### src/rtl/uart_rcvr_if.sv
// Receiver-side port bundle: serial line in, parallel word plus ready/read handshake and error flags out.
// parity_err_o exists only when UART_RCVR_PARITY_EN is defined.
interface uart_rcvr_if #(
   parameter int WD_SIZE = 8
);
   logic               seri_data_i;
   logic               read_rcv_i;
   logic [WD_SIZE-1:0] bus_data_o;
   logic               rcv_ready_o;
   logic               frame_err_o;
   logic               overrun_err_o;
`ifdef UART_RCVR_PARITY_EN
   logic               parity_err_o;

   modport slave (
      input  seri_data_i,
      input  read_rcv_i,
      output bus_data_o,
      output rcv_ready_o,
      output frame_err_o,
      output overrun_err_o,
      output parity_err_o
   );

   modport master (
      output seri_data_i,
      output read_rcv_i,
      input  bus_data_o,
      input  rcv_ready_o,
      input  frame_err_o,
      input  overrun_err_o,
      input  parity_err_o
   );
`else
   modport slave (
      input  seri_data_i,
      input  read_rcv_i,
      output bus_data_o,
      output rcv_ready_o,
      output frame_err_o,
      output overrun_err_o
   );

   modport master (
      output seri_data_i,
      output read_rcv_i,
      input  bus_data_o,
      input  rcv_ready_o,
      input  frame_err_o,
      input  overrun_err_o
   );
`endif
endinterface

### src/rtl/uart_rcvr.sv
// Oversampling UART receiver (start, WD_SIZE data LSB first, [even parity], stop); word held until read_rcv_i.
// Ready rises ~2+CLKS_PER_BIT/2+(WD_SIZE+1)*CLKS_PER_BIT+1 cycles after the start edge; UART_RCVR_PARITY_EN adds the parity bit.
module uart_rcvr #(
   parameter int WD_SIZE      = 8,
   parameter int CLKS_PER_BIT = 16,
   parameter int CNT_W        = 16
) (
   input logic        clk,
   input logic        rstn,
   uart_rcvr_if.slave bus
);

   localparam int                IDX_W    = $clog2(WD_SIZE + 1);
   localparam logic [CNT_W-1:0] HALF_CNT = CNT_W'(CLKS_PER_BIT / 2 - 1);
   localparam logic [CNT_W-1:0] FULL_CNT = CNT_W'(CLKS_PER_BIT - 1);
   localparam logic [IDX_W-1:0] LAST_IDX = IDX_W'(WD_SIZE - 1);

`ifdef UART_RCVR_PARITY_EN
   typedef enum logic [2:0] {
      S_IDLE, S_START, S_DATA, S_PARITY, S_STOP, S_DONE
   } state_t;
`else
   typedef enum logic [2:0] {
      S_IDLE, S_START, S_DATA, S_STOP, S_DONE
   } state_t;
`endif

   state_t             state, state_nxt;
   logic               sync1, rx_s, rx_prev;
   logic               fall;
   logic [CNT_W-1:0]   cnt;
   logic [IDX_W-1:0]   bit_idx;
   logic [WD_SIZE-1:0] shreg;
   logic               stop_bit;
   logic               cnt_clr, smp_data, smp_stop, load_out;
`ifdef UART_RCVR_PARITY_EN
   logic               smp_par;
   logic               par_bad;
`endif

   // Synchronizer and edge history idle high so reset never looks like a start edge.
   always_ff @(posedge clk or negedge rstn) begin
      if (!rstn) begin
         sync1   <= 1'b1;
         rx_s    <= 1'b1;
         rx_prev <= 1'b1;
      end else begin
         sync1   <= bus.seri_data_i;
         rx_s    <= sync1;
         rx_prev <= rx_s;
      end
   end

   assign fall = ~rx_s & rx_prev;

   always_ff @(posedge clk or negedge rstn) begin
      if (!rstn) state <= S_IDLE;
      else       state <= state_nxt;
   end

   always_comb begin
      state_nxt = state;
      cnt_clr   = 1'b0;
      smp_data  = 1'b0;
      smp_stop  = 1'b0;
      load_out  = 1'b0;
`ifdef UART_RCVR_PARITY_EN
      smp_par   = 1'b0;
`endif
      case (state)
         S_IDLE: begin
            cnt_clr = 1'b1;
            if (fall) state_nxt = S_START;
         end
         S_START: begin
            if (cnt == HALF_CNT) begin
               cnt_clr   = 1'b1;
               state_nxt = rx_s ? S_IDLE : S_DATA;
            end
         end
         S_DATA: begin
            if (cnt == FULL_CNT) begin
               cnt_clr  = 1'b1;
               smp_data = 1'b1;
`ifdef UART_RCVR_PARITY_EN
               if (bit_idx == LAST_IDX) state_nxt = S_PARITY;
`else
               if (bit_idx == LAST_IDX) state_nxt = S_STOP;
`endif
            end
         end
`ifdef UART_RCVR_PARITY_EN
         S_PARITY: begin
            if (cnt == FULL_CNT) begin
               cnt_clr   = 1'b1;
               smp_par   = 1'b1;
               state_nxt = S_STOP;
            end
         end
`endif
         S_STOP: begin
            if (cnt == FULL_CNT) begin
               cnt_clr   = 1'b1;
               smp_stop  = 1'b1;
               state_nxt = S_DONE;
            end
         end
         S_DONE: begin
            cnt_clr   = 1'b1;
            load_out  = 1'b1;
            state_nxt = S_IDLE;
         end
         default: begin
            cnt_clr   = 1'b1;
            state_nxt = S_IDLE;
         end
      endcase
   end

   always_ff @(posedge clk or negedge rstn) begin
      if (!rstn) begin
         cnt      <= '0;
         bit_idx  <= '0;
         shreg    <= '0;
         stop_bit <= 1'b0;
      end else begin
         cnt <= cnt_clr ? '0 : cnt + 1'b1;
         if (smp_data)              bit_idx <= bit_idx + 1'b1;
         else if (state != S_DATA)  bit_idx <= '0;
         if (smp_data) shreg    <= {rx_s, shreg[WD_SIZE-1:1]};
         if (smp_stop) stop_bit <= rx_s;
      end
   end

`ifdef UART_RCVR_PARITY_EN
   always_ff @(posedge clk or negedge rstn) begin
      if (!rstn)        par_bad <= 1'b0;
      else if (smp_par) par_bad <= (^shreg) ^ rx_s;
   end
`endif

   // A completing word beats a same-cycle read: the new word stays pending.
   always_ff @(posedge clk or negedge rstn) begin
      if (!rstn) begin
         bus.bus_data_o    <= '0;
         bus.rcv_ready_o   <= 1'b0;
         bus.frame_err_o   <= 1'b0;
         bus.overrun_err_o <= 1'b0;
`ifdef UART_RCVR_PARITY_EN
         bus.parity_err_o  <= 1'b0;
`endif
      end else if (load_out) begin
         bus.bus_data_o    <= shreg;
         bus.rcv_ready_o   <= 1'b1;
         bus.frame_err_o   <= ~stop_bit;
         bus.overrun_err_o <= bus.rcv_ready_o & ~bus.read_rcv_i;
`ifdef UART_RCVR_PARITY_EN
         bus.parity_err_o  <= par_bad;
`endif
      end else if (bus.read_rcv_i && bus.rcv_ready_o) begin
         bus.rcv_ready_o   <= 1'b0;
         bus.frame_err_o   <= 1'b0;
         bus.overrun_err_o <= 1'b0;
`ifdef UART_RCVR_PARITY_EN
         bus.parity_err_o  <= 1'b0;
`endif
      end
   end

endmodule

### src/flat_wrapper.sv
// flat-port wrapper written by rule: the top's interface ports become plain ports
module uart_rcvr_flat 
#(
   parameter int WD_SIZE      = 8,
   parameter int CLKS_PER_BIT = 16,
   parameter int CNT_W        = 16
)
  (clk, rstn, bus_seri_data_i, bus_read_rcv_i, bus_bus_data_o, bus_rcv_ready_o, bus_frame_err_o, bus_overrun_err_o);
  uart_rcvr_if #(.WD_SIZE(WD_SIZE)) bus_i ();
  input logic clk;
  input logic rstn;
  input wire logic [$bits(bus_i.seri_data_i)-1:0] bus_seri_data_i;
  input wire logic [$bits(bus_i.read_rcv_i)-1:0] bus_read_rcv_i;
  output wire logic [$bits(bus_i.bus_data_o)-1:0] bus_bus_data_o;
  output wire logic [$bits(bus_i.rcv_ready_o)-1:0] bus_rcv_ready_o;
  output wire logic [$bits(bus_i.frame_err_o)-1:0] bus_frame_err_o;
  output wire logic [$bits(bus_i.overrun_err_o)-1:0] bus_overrun_err_o;
  assign bus_i.seri_data_i = bus_seri_data_i;
  assign bus_i.read_rcv_i = bus_read_rcv_i;
  assign bus_bus_data_o = bus_i.bus_data_o;
  assign bus_rcv_ready_o = bus_i.rcv_ready_o;
  assign bus_frame_err_o = bus_i.frame_err_o;
  assign bus_overrun_err_o = bus_i.overrun_err_o;
  uart_rcvr #(.WD_SIZE(WD_SIZE), .CLKS_PER_BIT(CLKS_PER_BIT), .CNT_W(CNT_W)) u_core (.clk(clk), .rstn(rstn), .bus(bus_i));
endmodule
### config.mk
export PLATFORM = sky130hd
export DESIGN_NAME = uart_rcvr_flat
export DESIGN_NICKNAME = d
export VERILOG_FILES = /design/src/rtl/uart_rcvr_if.sv /design/src/rtl/uart_rcvr.sv /design/src/flat_wrapper.sv
export SDC_FILE = /design/constraint.sdc
export NUM_CORES = 1
export LEC_CHECK = 0
export CAP_MARGIN = 20
export CORE_MARGIN = 4
export CORE_UTILIZATION = 48
export DETAILED_ROUTE_END_ITERATION = 16
export GPL_ROUTABILITY_DRIVEN = 1
export PLACE_DENSITY = 0.67
export RECOVER_POWER = 25
export SKIP_CTS_REPAIR_TIMING = 1
export SYNTH_ARGS = -nofsm -noshare
export SYNTH_HDL_FRONTEND = slang
export SYNTH_SLANG_ARGS = --single-unit
### constraint.sdc
create_clock -name clk -period 2 [get_ports clk]
set_input_delay 0.2 -clock clk [delete_from_list [all_inputs] [get_ports clk]]
set_output_delay 0.2 -clock clk [all_outputs]
set_load 0.01 [all_outputs]
==> out/results.tsv <==
stage	metric	value	unit
status	outcome	complete, no violations	
power_and_ir_drop	Peak VDD IR	0.3611	mV
clock_tree	clk root buf	clkbuf_8	
cells_and_area	antenna cells	0	
die	Die ar.	5429	um2
sta	RSZ-0062 raised after global routing	no	
die	boundary pin count	15	
die	# rows	23	
setup_path	worst path required time	2.19	ns
clock_tree	CTS Buf Count	5	
setup_path	Critical R2R Capture	u_core.cnt[6]	
yosys	FF+latch count, synth	46	
yosys	post-synthesis mux area share	11.18	%
global_route	initial antenna violation count	0	
clock_tree	Clock Sinks	46	
setup_path	reg2reg start	u_core.cnt[0]	
die	Die W	73.68	um
setup_path	worst reg2reg path depth	6	
sta	Setup TNS	0	ns
routing	DR vias	1352	
setup_path	CP arrival	2.01	ns
yosys	Mapped Nets	182	
sta	Fin Clk Skew	0.01110	ns
setup_path	Crit Path Max Fanout	15	
yosys	synthesized area	2071	um2
global_route	met2 usage	26.08	%
place	DP Cell Count	245	
sta	Slew HR	27.52	%
yosys	Syn Area/Cell	11.77	um2
clock_tree	TritonCTS clock tree	done	
routing	drt first pass iters	4	
global_route	largest net degree at the start of global routing	47	
cells_and_area	Final Instance Count excl. Fillers	253	
die	Die Ht	73.68	um
routing	Post-route DRC	0	
cells_and_area	Filler Cells Inserted	334	
yosys	Compound-Gate Fraction of Synth Area	4.169	%
global_route	routing usage on met1	16.86	%
routing	First DRT Iteration DRCs	40	
cells_and_area	commonest non-fill, non-tap cell in the layout	dfrtp_1	
place	HPWL Detailed	2544	um
sta	final worst path period share	91.08	%
global_route	met3 Use GR	3.694	%
yosys	main combinational cell family by area after synthesis	simple AND/OR/NAND/NOR gates	
setup_path	CP Capture Type	register	
routing	WL per Instance	14.23	um
cells_and_area	nets	208	
setup_path	Startpoint Class	register	
sta	FMAX	0.5489	GHz
yosys	XOR/XNOR Fraction of Synth Area	5.921	%
sta	final setup vio count	0	
global_route	vias in the first global route	1400	
sta	min Tclk post-route	1.822	ns
global_route	total global-route track usage	14.76	%
sta	Fin. Hold Viols	0	
power_and_ir_drop	P_leak	0.001072	uW
yosys	Post-Synth Simple-Gate Area	19.03	%
yosys	Synth warnings	0	
global_route	total grt overflow	0	
sta	Pins Over Slew Limit	0	
die	Initial Util	50.67	%
job	maxcap violations	0	
routing	mean number of vias per cell	5.344	
cells_and_area	area grow syn2layout	16.07	%
yosys	post-synth top area share	51.96	%
yosys	library cells used by synthesis	31	
global_route	gr busiest metal	met2	
place	Port Buf Inserts	14	
setup_path	FF-to-FF setup slack	0.18	ns
yosys	Cells after Synth	176	
sta	Worst-Margin Slew	1.087	ns
routing	Post-DRT Antenna Nets	0	
power_and_ir_drop	pwr dens	754.5	nW/um2
min_path	Worst Hold Class	input pin to asynchronous set/reset pin	
yosys	register area share after synthesis	55.77	%
routing	Total Routed Length	3601	um
clock_tree	# H-tree levels	2	
global_route	global-route wire length before repair	6182	um
clock_tree	Longest Clk Path Bufs	2	
yosys	largest cells by area after synthesis	dfrtp_1 52%, mux2_4 5.8%, mux2_2 4.9%, xnor2_1 4.7%, dfstp_2 3.8%	
die	core area	4086	um2
cells_and_area	fin util	58.82	%
cells_and_area	layout cells sized above 1	20.69	%
yosys	post-synthesis adder-cell area fraction	1.208	%
place	GPL Wtd Cong	0.8720	
clock_tree	worst-skew pair later-pin latency	0.30	ns
clock_tree	Reg clk slew, reported paths	0.09	ns
setup_path	WS Path Type	register to register	
cells_and_area	highest-count cells in the layout ignoring fill and taps	43 x dfrtp_1, 19 x nor2_1, 12 x clkdlybuf4s50_1	
power_and_ir_drop	overall power	1813	uW
yosys	area leader, netlist	dfrtp_1	
[cell families (layout without fill, tap and decap cells)]
logic type,count (synthesis),in the layout
AND/OR/NAND/NOR,69,69
flip-flops,46,46
multiplexers,18,18
AO/OA/AOI/OAI,15,15
XOR/XNOR,14,14
buffers and inverters,12,39
adder cells (fa/ha/maj),2,2
[critical path: stages (launching register included)]
cell and delay, ns:
dfrtp_1 0.41, ha_1 0.23, and3_1 0.30, nand4_4 0.18, a22oi_2 0.27, buf_4 0.24, nor2_1 0.07
[cell usage after synthesis]
cell	n
mux2i_1	1
mux2_2	9
mux2_4	8
a22oi_2	1
nor2b_1	1
ha_1	2
nor4_4	3
nor3b_1	1
dfstp_2	3
buf_1	1
xnor2_1	11
or3_1	3
and3b_1	1
nor4_1	4
xor2_1	3
nor3_1	7
o21ai_1	1
and2b_1	1
inv_1	9
and3_1	2
nand2_1	10
buf_4	1
o2bb2ai_1	1
a21oi_1	5
nand4_1	6
dfrtp_1	43
nand4_2	1
nor2_1	19
o21ai_0	7
buf_6	1
nand3_1	10
[cell type report]
class | instances | area, um2 | share of cell area [%]
clock buffers | 6 | 72.57 | 3.019
repair buffers | 22 | 192.7 | 8.017
flip-flops and latches | 46 | 1155 | 48.05
inverters | 9 | 33.78 | 1.406
multi-input cells | 118 | 873.3 | 36.34
well taps | 50 | 62.56 | 2.603
clock inverters | 2 | 13.76 | 0.5726
[flip-flops by register name, summed over array words and instances, names as in the netlist, 3 cells and up]
name / count
u_core.cnt: 16
u_core.bus.bus_data_o: 8
u_core.shreg: 8
u_core.bit_idx: 4
u_core.state: 3
[power by group]
group	total, uW	leakage, uW	switching [uW]	internal, uW
registers	1010	0.000628	42.3	968
logic	247	0.000400	154	92.6
clock network	556	0.0000452	309	247
total	1810	0.00107	506	1310
[metal layers]
metal / share of wire (%) / up-vias
met4: 1.6 / 0
met3: 3.4 / 6
met2: 50 / 24
li1: - / 661
met5: 0 / -
met1: 45 / 661
[through the flow]
step	cell area (um2)	hold WS (ns)	worst slack (ns)
6_report	2404	0.1716	0.1783
4_1_cts	2392	-0.01417	0.01678
2_1_floorplan	2071	-0.09559	0.2127
5_1_grt	2404	0.2790	0.02504
3_3_place_gp	2306	0.3072	0.1098
3_5_place_dp	2306	0.3143	0.03208
[how the worst max path moves through the flow]
| stage | startpoint | endpoint | slack [ns] |
|---|---|---|---|
| finish | u_core.cnt[0] | u_core.cnt[6] | 0.18 |
| floorplan | u_core.cnt[5] | u_core.shreg[0] | 0.21 |
| global placement | u_core.cnt[9] | u_core.shreg[0] | 0.11 |
| CTS | u_core.cnt[9] | u_core.shreg[1] | 0.02 |
| global route | u_core.cnt[0] | u_core.cnt[12] | 0.03 |
| detailed placement | u_core.cnt[9] | u_core.shreg[5] | 0.03 |
No activity file was read; power rests on OpenSTA's default activity.
